<file path="config.mk">
export PLATFORM = sky130hd
export DESIGN_NAME = hazard_ctrl
export DESIGN_NICKNAME = d
export VERILOG_FILES = /design/src/rtl/hazard_pkg.sv /design/src/rtl/hazard_scoreboard.sv /design/src/rtl/hazard_ctrl.sv
export SDC_FILE = /design/constraint.sdc
export NUM_CORES = 1
export LEC_CHECK = 0
export BUFFER_PORTS_ARGS = -buffer_cell sky130_fd_sc_hd__buf_2
export CAP_MARGIN = 0
export CORE_MARGIN = 2
export CORE_UTILIZATION = 36
export CTS_CLUSTER_DIAMETER = 200
export DETAILED_ROUTE_END_ITERATION = 6
export GPL_ROUTABILITY_DRIVEN = 0
export SYNTH_ARGS = -nofsm -noshare
export SYNTH_HDL_FRONTEND = slang
export SYNTH_SLANG_ARGS = --single-unit
</file>
<file path="constraint.sdc">
create_clock -name clk -period 3.5 [get_ports clk]
set_input_delay 0.175 -clock clk [delete_from_list [all_inputs] [get_ports clk]]
set_output_delay 0.175 -clock clk [all_outputs]
set_load 0.05 [all_outputs]
</file>
<file path="src/rtl/hazard_pkg.sv">
// Shared types and helpers for the pipeline hazard controller.
package hazard_pkg;

  localparam int unsigned FSEL_NONE = 0;

  typedef enum logic [1:0] {
    HZ_NONE,
    HZ_LOAD_USE,
    HZ_SB_RAW,
    HZ_SB_WAW
  } hz_cause_e;

  // Forward-select width: regfile plus one code per producer stage.
  function automatic int unsigned fsel_width(input int unsigned stages);
    return $clog2(stages + 1);
  endfunction

endpackage

</file>
<file path="src/rtl/hazard_scoreboard.sv">
// Per-register countdown scoreboard for variable-latency long ops, with
// NPORT pending lookups and a global busy flag.
module hazard_scoreboard #(
  parameter int unsigned REG_AW = 5,
  parameter int unsigned LAT_W  = 3,
  parameter int unsigned NPORT  = 3
) (
  input  logic                    clk,
  input  logic                    rst_n,
  input  logic                    issue,
  input  logic [REG_AW-1:0]       issue_rd,
  input  logic [LAT_W-1:0]        issue_lat,
  input  logic [NPORT*REG_AW-1:0] lookup_reg,
  output logic [NPORT-1:0]        pending,
  output logic                    busy
);

  localparam int unsigned NUM_REGS = 2 ** REG_AW;

  logic [LAT_W-1:0] cnt [NUM_REGS];

  // x0 never holds an entry; a fresh issue overrides any ongoing countdown.
  always_ff @(posedge clk or negedge rst_n) begin
    if (!rst_n) begin
      for (int unsigned r = 0; r < NUM_REGS; r++) cnt[r] <= '0;
    end else begin
      for (int unsigned r = 0; r < NUM_REGS; r++) begin
        if (r == 0)                                  cnt[r] <= '0;
        else if (issue && (issue_rd == REG_AW'(r)))  cnt[r] <= issue_lat;
        else if (cnt[r] != '0)                       cnt[r] <= cnt[r] - LAT_W'(1);
      end
    end
  end

  always_comb begin
    busy    = 1'b0;
    pending = '0;
    for (int unsigned r = 0; r < NUM_REGS; r++) busy = busy | (cnt[r] != '0);
    for (int unsigned p = 0; p < NPORT; p++)
      pending[p] = (cnt[lookup_reg[p*REG_AW +: REG_AW]] != '0);
  end

endmodule

</file>
<file path="src/rtl/hazard_ctrl.sv">
// Pipeline hazard controller: forward selects, load-use / scoreboard stalls,
// branch flush. Optional perf counters via HAZARD_PERF_CNT_EN.
module hazard_ctrl
  import hazard_pkg::*;
#(
  parameter int unsigned REG_AW     = 5,
  parameter int unsigned NSRC       = 2,
  parameter int unsigned FWD_STAGES = 2,
  parameter int unsigned LAT_W      = 3
) (
  input  logic                                      clk,
  input  logic                                      rst_n,
  input  logic [NSRC*REG_AW-1:0]                    rs_ex,
  input  logic [FWD_STAGES-1:0]                     fwd_we,
  input  logic [FWD_STAGES*REG_AW-1:0]              fwd_rd,
  output logic [NSRC*fsel_width(FWD_STAGES)-1:0]    fwd_sel_ex,
  input  logic [NSRC*REG_AW-1:0]                    rs_id,
  input  logic [NSRC-1:0]                           rs_used_id,
  input  logic [REG_AW-1:0]                         rd_id,
  input  logic                                      memtoreg_ex,
  input  logic [REG_AW-1:0]                         rd_ex,
  input  logic                                      lop_id,
  input  logic [LAT_W-1:0]                          lop_lat_id,
  input  logic                                      branch_taken_ex,
  output logic                                      stall_if,
  output logic                                      stall_id,
  output logic                                      flush_ex,
  output logic                                      flush_id,
  output logic                                      sb_busy
`ifdef HAZARD_PERF_CNT_EN
  ,
  output logic [31:0]                               perf_stall_cnt,
  output logic [31:0]                               perf_flush_cnt,
  output logic [31:0]                               perf_lop_cnt
`endif
);

  localparam int unsigned FSEL_W = fsel_width(FWD_STAGES);

  logic [NSRC:0]       pending;
  logic                load_use;
  logic                sb_raw;
  logic                sb_waw;
  logic                stall;
  logic                issue;
  logic                found;
  logic [REG_AW-1:0]   rs;
  hz_cause_e           cause;

  // Youngest matching producer wins; x0 always reads the regfile.
  always_comb begin
    fwd_sel_ex = '0;
    found      = 1'b0;
    rs         = '0;
    for (int unsigned s = 0; s < NSRC; s++) begin
      fwd_sel_ex[s*FSEL_W +: FSEL_W] = FSEL_W'(FSEL_NONE);
      found = 1'b0;
      rs    = rs_ex[s*REG_AW +: REG_AW];
      for (int unsigned k = 0; k < FWD_STAGES; k++) begin
        if (!found && fwd_we[k] && (fwd_rd[k*REG_AW +: REG_AW] == rs) && (rs != '0)) begin
          fwd_sel_ex[s*FSEL_W +: FSEL_W] = FSEL_W'(k + 1);
          found = 1'b1;
        end
      end
    end
  end

  always_comb begin
    load_use = 1'b0;
    sb_raw   = 1'b0;
    for (int unsigned k = 0; k < NSRC; k++) begin
      if (rs_used_id[k] && (rs_id[k*REG_AW +: REG_AW] == rd_ex)) load_use = 1'b1;
      if (rs_used_id[k] && pending[k])                           sb_raw   = 1'b1;
    end
    load_use = load_use & memtoreg_ex & (rd_ex != '0);
    sb_waw   = (rd_id != '0) & pending[NSRC];
    if (load_use)    cause = HZ_LOAD_USE;
    else if (sb_raw) cause = HZ_SB_RAW;
    else if (sb_waw) cause = HZ_SB_WAW;
    else             cause = HZ_NONE;
  end

  // A redirect kills the ID instruction, so it neither stalls nor issues.
  assign stall    = (cause != HZ_NONE) & ~branch_taken_ex;
  assign stall_if = stall;
  assign stall_id = stall;
  assign flush_ex = stall | branch_taken_ex;
  assign flush_id = branch_taken_ex;
  assign issue    = lop_id & ~stall & ~branch_taken_ex & (rd_id != '0);

  hazard_scoreboard #(
    .REG_AW (REG_AW),
    .LAT_W  (LAT_W),
    .NPORT  (NSRC + 1)
  ) u_scoreboard (
    .clk        (clk),
    .rst_n      (rst_n),
    .issue      (issue),
    .issue_rd   (rd_id),
    .issue_lat  (lop_lat_id),
    .lookup_reg ({rd_id, rs_id}),
    .pending    (pending),
    .busy       (sb_busy)
  );

`ifdef HAZARD_PERF_CNT_EN
  // Saturating event counters.
  always_ff @(posedge clk or negedge rst_n) begin
    if (!rst_n) begin
      perf_stall_cnt <= '0;
      perf_flush_cnt <= '0;
      perf_lop_cnt   <= '0;
    end else begin
      if (stall && (perf_stall_cnt != '1))    perf_stall_cnt <= perf_stall_cnt + 32'd1;
      if (flush_id && (perf_flush_cnt != '1)) perf_flush_cnt <= perf_flush_cnt + 32'd1;
      if (issue && (perf_lop_cnt != '1))      perf_lop_cnt   <= perf_lop_cnt + 32'd1;
    end
  end
`endif

endmodule

</file>
==> flow_summary.toml <==
[clock_tree]
ctsResizeCount = 0
cts_tree = "built"
cts-htree-levels = 3
clock_sinks = 93
postCtsHoldBufs = 0
clock_path_buffers = 2
numCtsBuffers = 9
worst_skew_pair.late_latency_ns = 0.36
cts-root-buf = "clkbuf_16"
clkTransAtPathRegs_ns = 0.07
cts_setup_buffers = 0

[worst_setup_path]
critPathArrivalTime_ns = 3.06
worstSetupPathType = "reg -> out"
start_kind = "register"
rr_worst_depth = 8
path_max_fanout = 33
r2r_start = "u_scoreboard.cnt[17]"
end_kind = "primary output"
rrSetupSlack_ns = 0.40
crit_start = "u_scoreboard.cnt[17]"
cp.required_ns = 3.32
worst_r2r_endpoint = "u_scoreboard.cnt[71]"

[sta]
post-route-min-period_ns = 3.232
report.final.slew_viol_count = 0
setup_ws_ns = 0.2683
setup_viol = 0
final.setup.tns_ns = 0
period_share_pct = 92.33
finalHoldViolations = 35
skew_ns = 0.01077
worst_pin_slew_ns = 0.9621
fin_hold_ws_ns = -0.05168
grt_setup_unrepaired = "no"
relSlewSlack_pct = 35.86
max_freq_ghz = 0.3094

[logic_synthesis]
syn_nets = 934
ys.warnings.count = 0
synth.distinct_cells = 59
syn_inst = 820
yosys.area.top_type = "dfrtp_1"
synth_ff_type = "dfrtp_1"
yosys.area.top_type_share_pct = 28.96
syn_avg_cell_area_um2 = 9.799
ys_seq_area_share_pct = 28.96
synth_edf_count = 0
synthTopCellsByArea = "dfrtp_1 29%, mux2_2 15%, ha_1 9.7%, xnor2_1 5.3%, nand4_2 4.4%"
netlist_area_mm2 = 0.008035
yosys_register_bits = 93
async_reset_ff_share_pct = 100.0

[power]
switchingPower_mw = 2.893
power_frac_clock_pct = 14.7
p_leak_nw = 4.169
vdd_drop_max_mv = 0.3764
power_density_mw_per_mm2 = 812.3
p_comb_share_pct = 53.3
p_int_mw = 4.385
swShare_pct = 39.75
p_seq_share_pct = 32.0

[global_routing]
track_usage_pct = 19.74
grt_max_degree = 71
antenna_found_initial = 0
grt_pass1_wl_mm = 36.25
first_global_vias = 6508
gr-total-overflow = 0

[placed_design]
post-place-ws_ns = 0.3489
numPortBuffers = 60
place_area_mm2 = 0.008643
place_inst = 1138
hpwl_mm = 16.98

[detailed_routing]
avgRoutedWirePerCell_um = 19.71
vias = 6565
drt-total-wl_mm = 22.75
route.detailed.drc = 0
first_pass_iters = 6
drt_iter0_drc = 522
via_per_inst = 5.689
ant_nets = 0

[floorplan]
io_pins = 61
die-height_um = 153.4
dieArea_mm2 = 0.02353
start_util_pct = 36.71
core_area_mm2 = 0.02189
row_count = 54
fp.dieW_um = 153.4

[run_status]
outcome = "finished, violations left"
violations = "negative hold slack"

[job]
cap_violations = 0

[layout]
largest_reg_flops = 93
final_cells = 1154
diodes = 0
final_nets = 983
drive_gt1_share_pct = 27.35
design_area_mm2 = 0.008959
area_delta_synth_final_pct = 11.49
reg_top3 = "u_scoreboard.cnt: 93 flops"
regMostFlops = "u_scoreboard.cnt"

[worst_hold_path]
hold_path.class = "in -> async"
-- cells by family (layout without fill, tap and decap cells) --
family                     count (synthesis)  in the layout  share of synthesized area, %
AOI/OAI and AO/OA                         87             87                         7.614
xor gates and xnor gates                  61             61                         6.649
adders and majority gates                 62             62                         9.654
buffers and inverters                    103            157                         5.388
DFF                                       93             93                         28.96
muxes                                    142            142                         21.44
and+or+nand+nor                          272            272                         20.29
-- through the flow --
stage	total power, mW	util (%)
global route	7.919	40.92
detailed placement	6.182	39.48
floorplan	5.290	-
CTS	7.290	40.92
global placement	6.075	39.48
finish	7.277	40.92
-- metal layers --
metal	GRT usage, %	share of wire (%)	vias up
met2	32.78	47	260
met1	25.96	44	3195
met3	4.225	6.7	42
li1	-	-	3068
met4	5.679	2.5	0
met5	0	0	-
-- how the worst max path moves through the flow --
stage | slack [ns] | cells after the start | to
finish | 0.27 | 8 | stall_if
CTS | 0.28 | 8 | stall_if
detailed placement | 0.35 | 9 | u_scoreboard.cnt[71]
floorplan | 0.46 | 8 | stall_if
global route | 0.17 | 8 | stall_if
global placement | 0.37 | 9 | u_scoreboard.cnt[70]
-- cell usage after synthesis (all sizes together) (11+ instances only) --
master,n
mux2,122
dfrtp,93
nor2,83
inv,70
ha,62
xnor2,49
nor3,38
nand4,37
a21oi,35
nand2b,34
nor4,30
clkbuf,18
buf,15
xor2,12
mux4,11
nand2,11
-- cell usage in the layout (no fill, tap or decap), drive strengths merged, types with 3 or more instances in the layout --
cell type / synthesis / routed
xor2: 12 / 12
ha: 62 / 62
o211ai: 3 / 3
or3: 5 / 5
mux4: 11 / 11
nor3: 38 / 38
nand2b: 34 / 34
nor4: 30 / 30
or4: 4 / 4
a2111oi: 5 / 5
a31oi: 3 / 3
dfrtp: 93 / 93
o31ai: 3 / 3
nor4b: 6 / 6
buf: 15 / 71
mux2: 122 / 122
a211oi: 9 / 9
a311o: 4 / 4
nand2: 11 / 11
nor2: 83 / 83
xnor2: 49 / 49
inv: 70 / 71
a211o: 4 / 4
mux2i: 9 / 9
o21ai: 5 / 5
a21oi: 35 / 35
nor2b: 8 / 8
nand4: 37 / 37
nand3: 5 / 5
clkbuf: 18 / 10
-- worst max-delay path: stages, from the launching register on --
cell,delay (ns)
dfrtp_1,0.44
mux4_1,0.52
mux2_2,0.28
a311o_1,0.31
o2111a_1,0.26
a211oi_4,0.25
buf_12,0.26
a21oi_1,0.13
buf_2,0.23
-- layout make-up --
class	instances	area, um^2
fillers	2209	12930
multi-input cells	624	5293
flip-flops and latches	93	2327
repair buffers	71	410.4
well taps	280	350.3
inverters	70	262.8
clock buffers	10	229.0
clock inverters	6	86.33
-- power by group through the flow --
stage	logic (mW)	clock network (mW)	registers [mW]
floorplan	3.15	0	2.14
global placement	3.76	0	2.32
detailed placement	3.86	0	2.33
CTS	3.89	1.09	2.31
global route	4.36	1.14	2.42
finish	3.88	1.07	2.33
No activity file was read; power rests on OpenSTA's default activity.
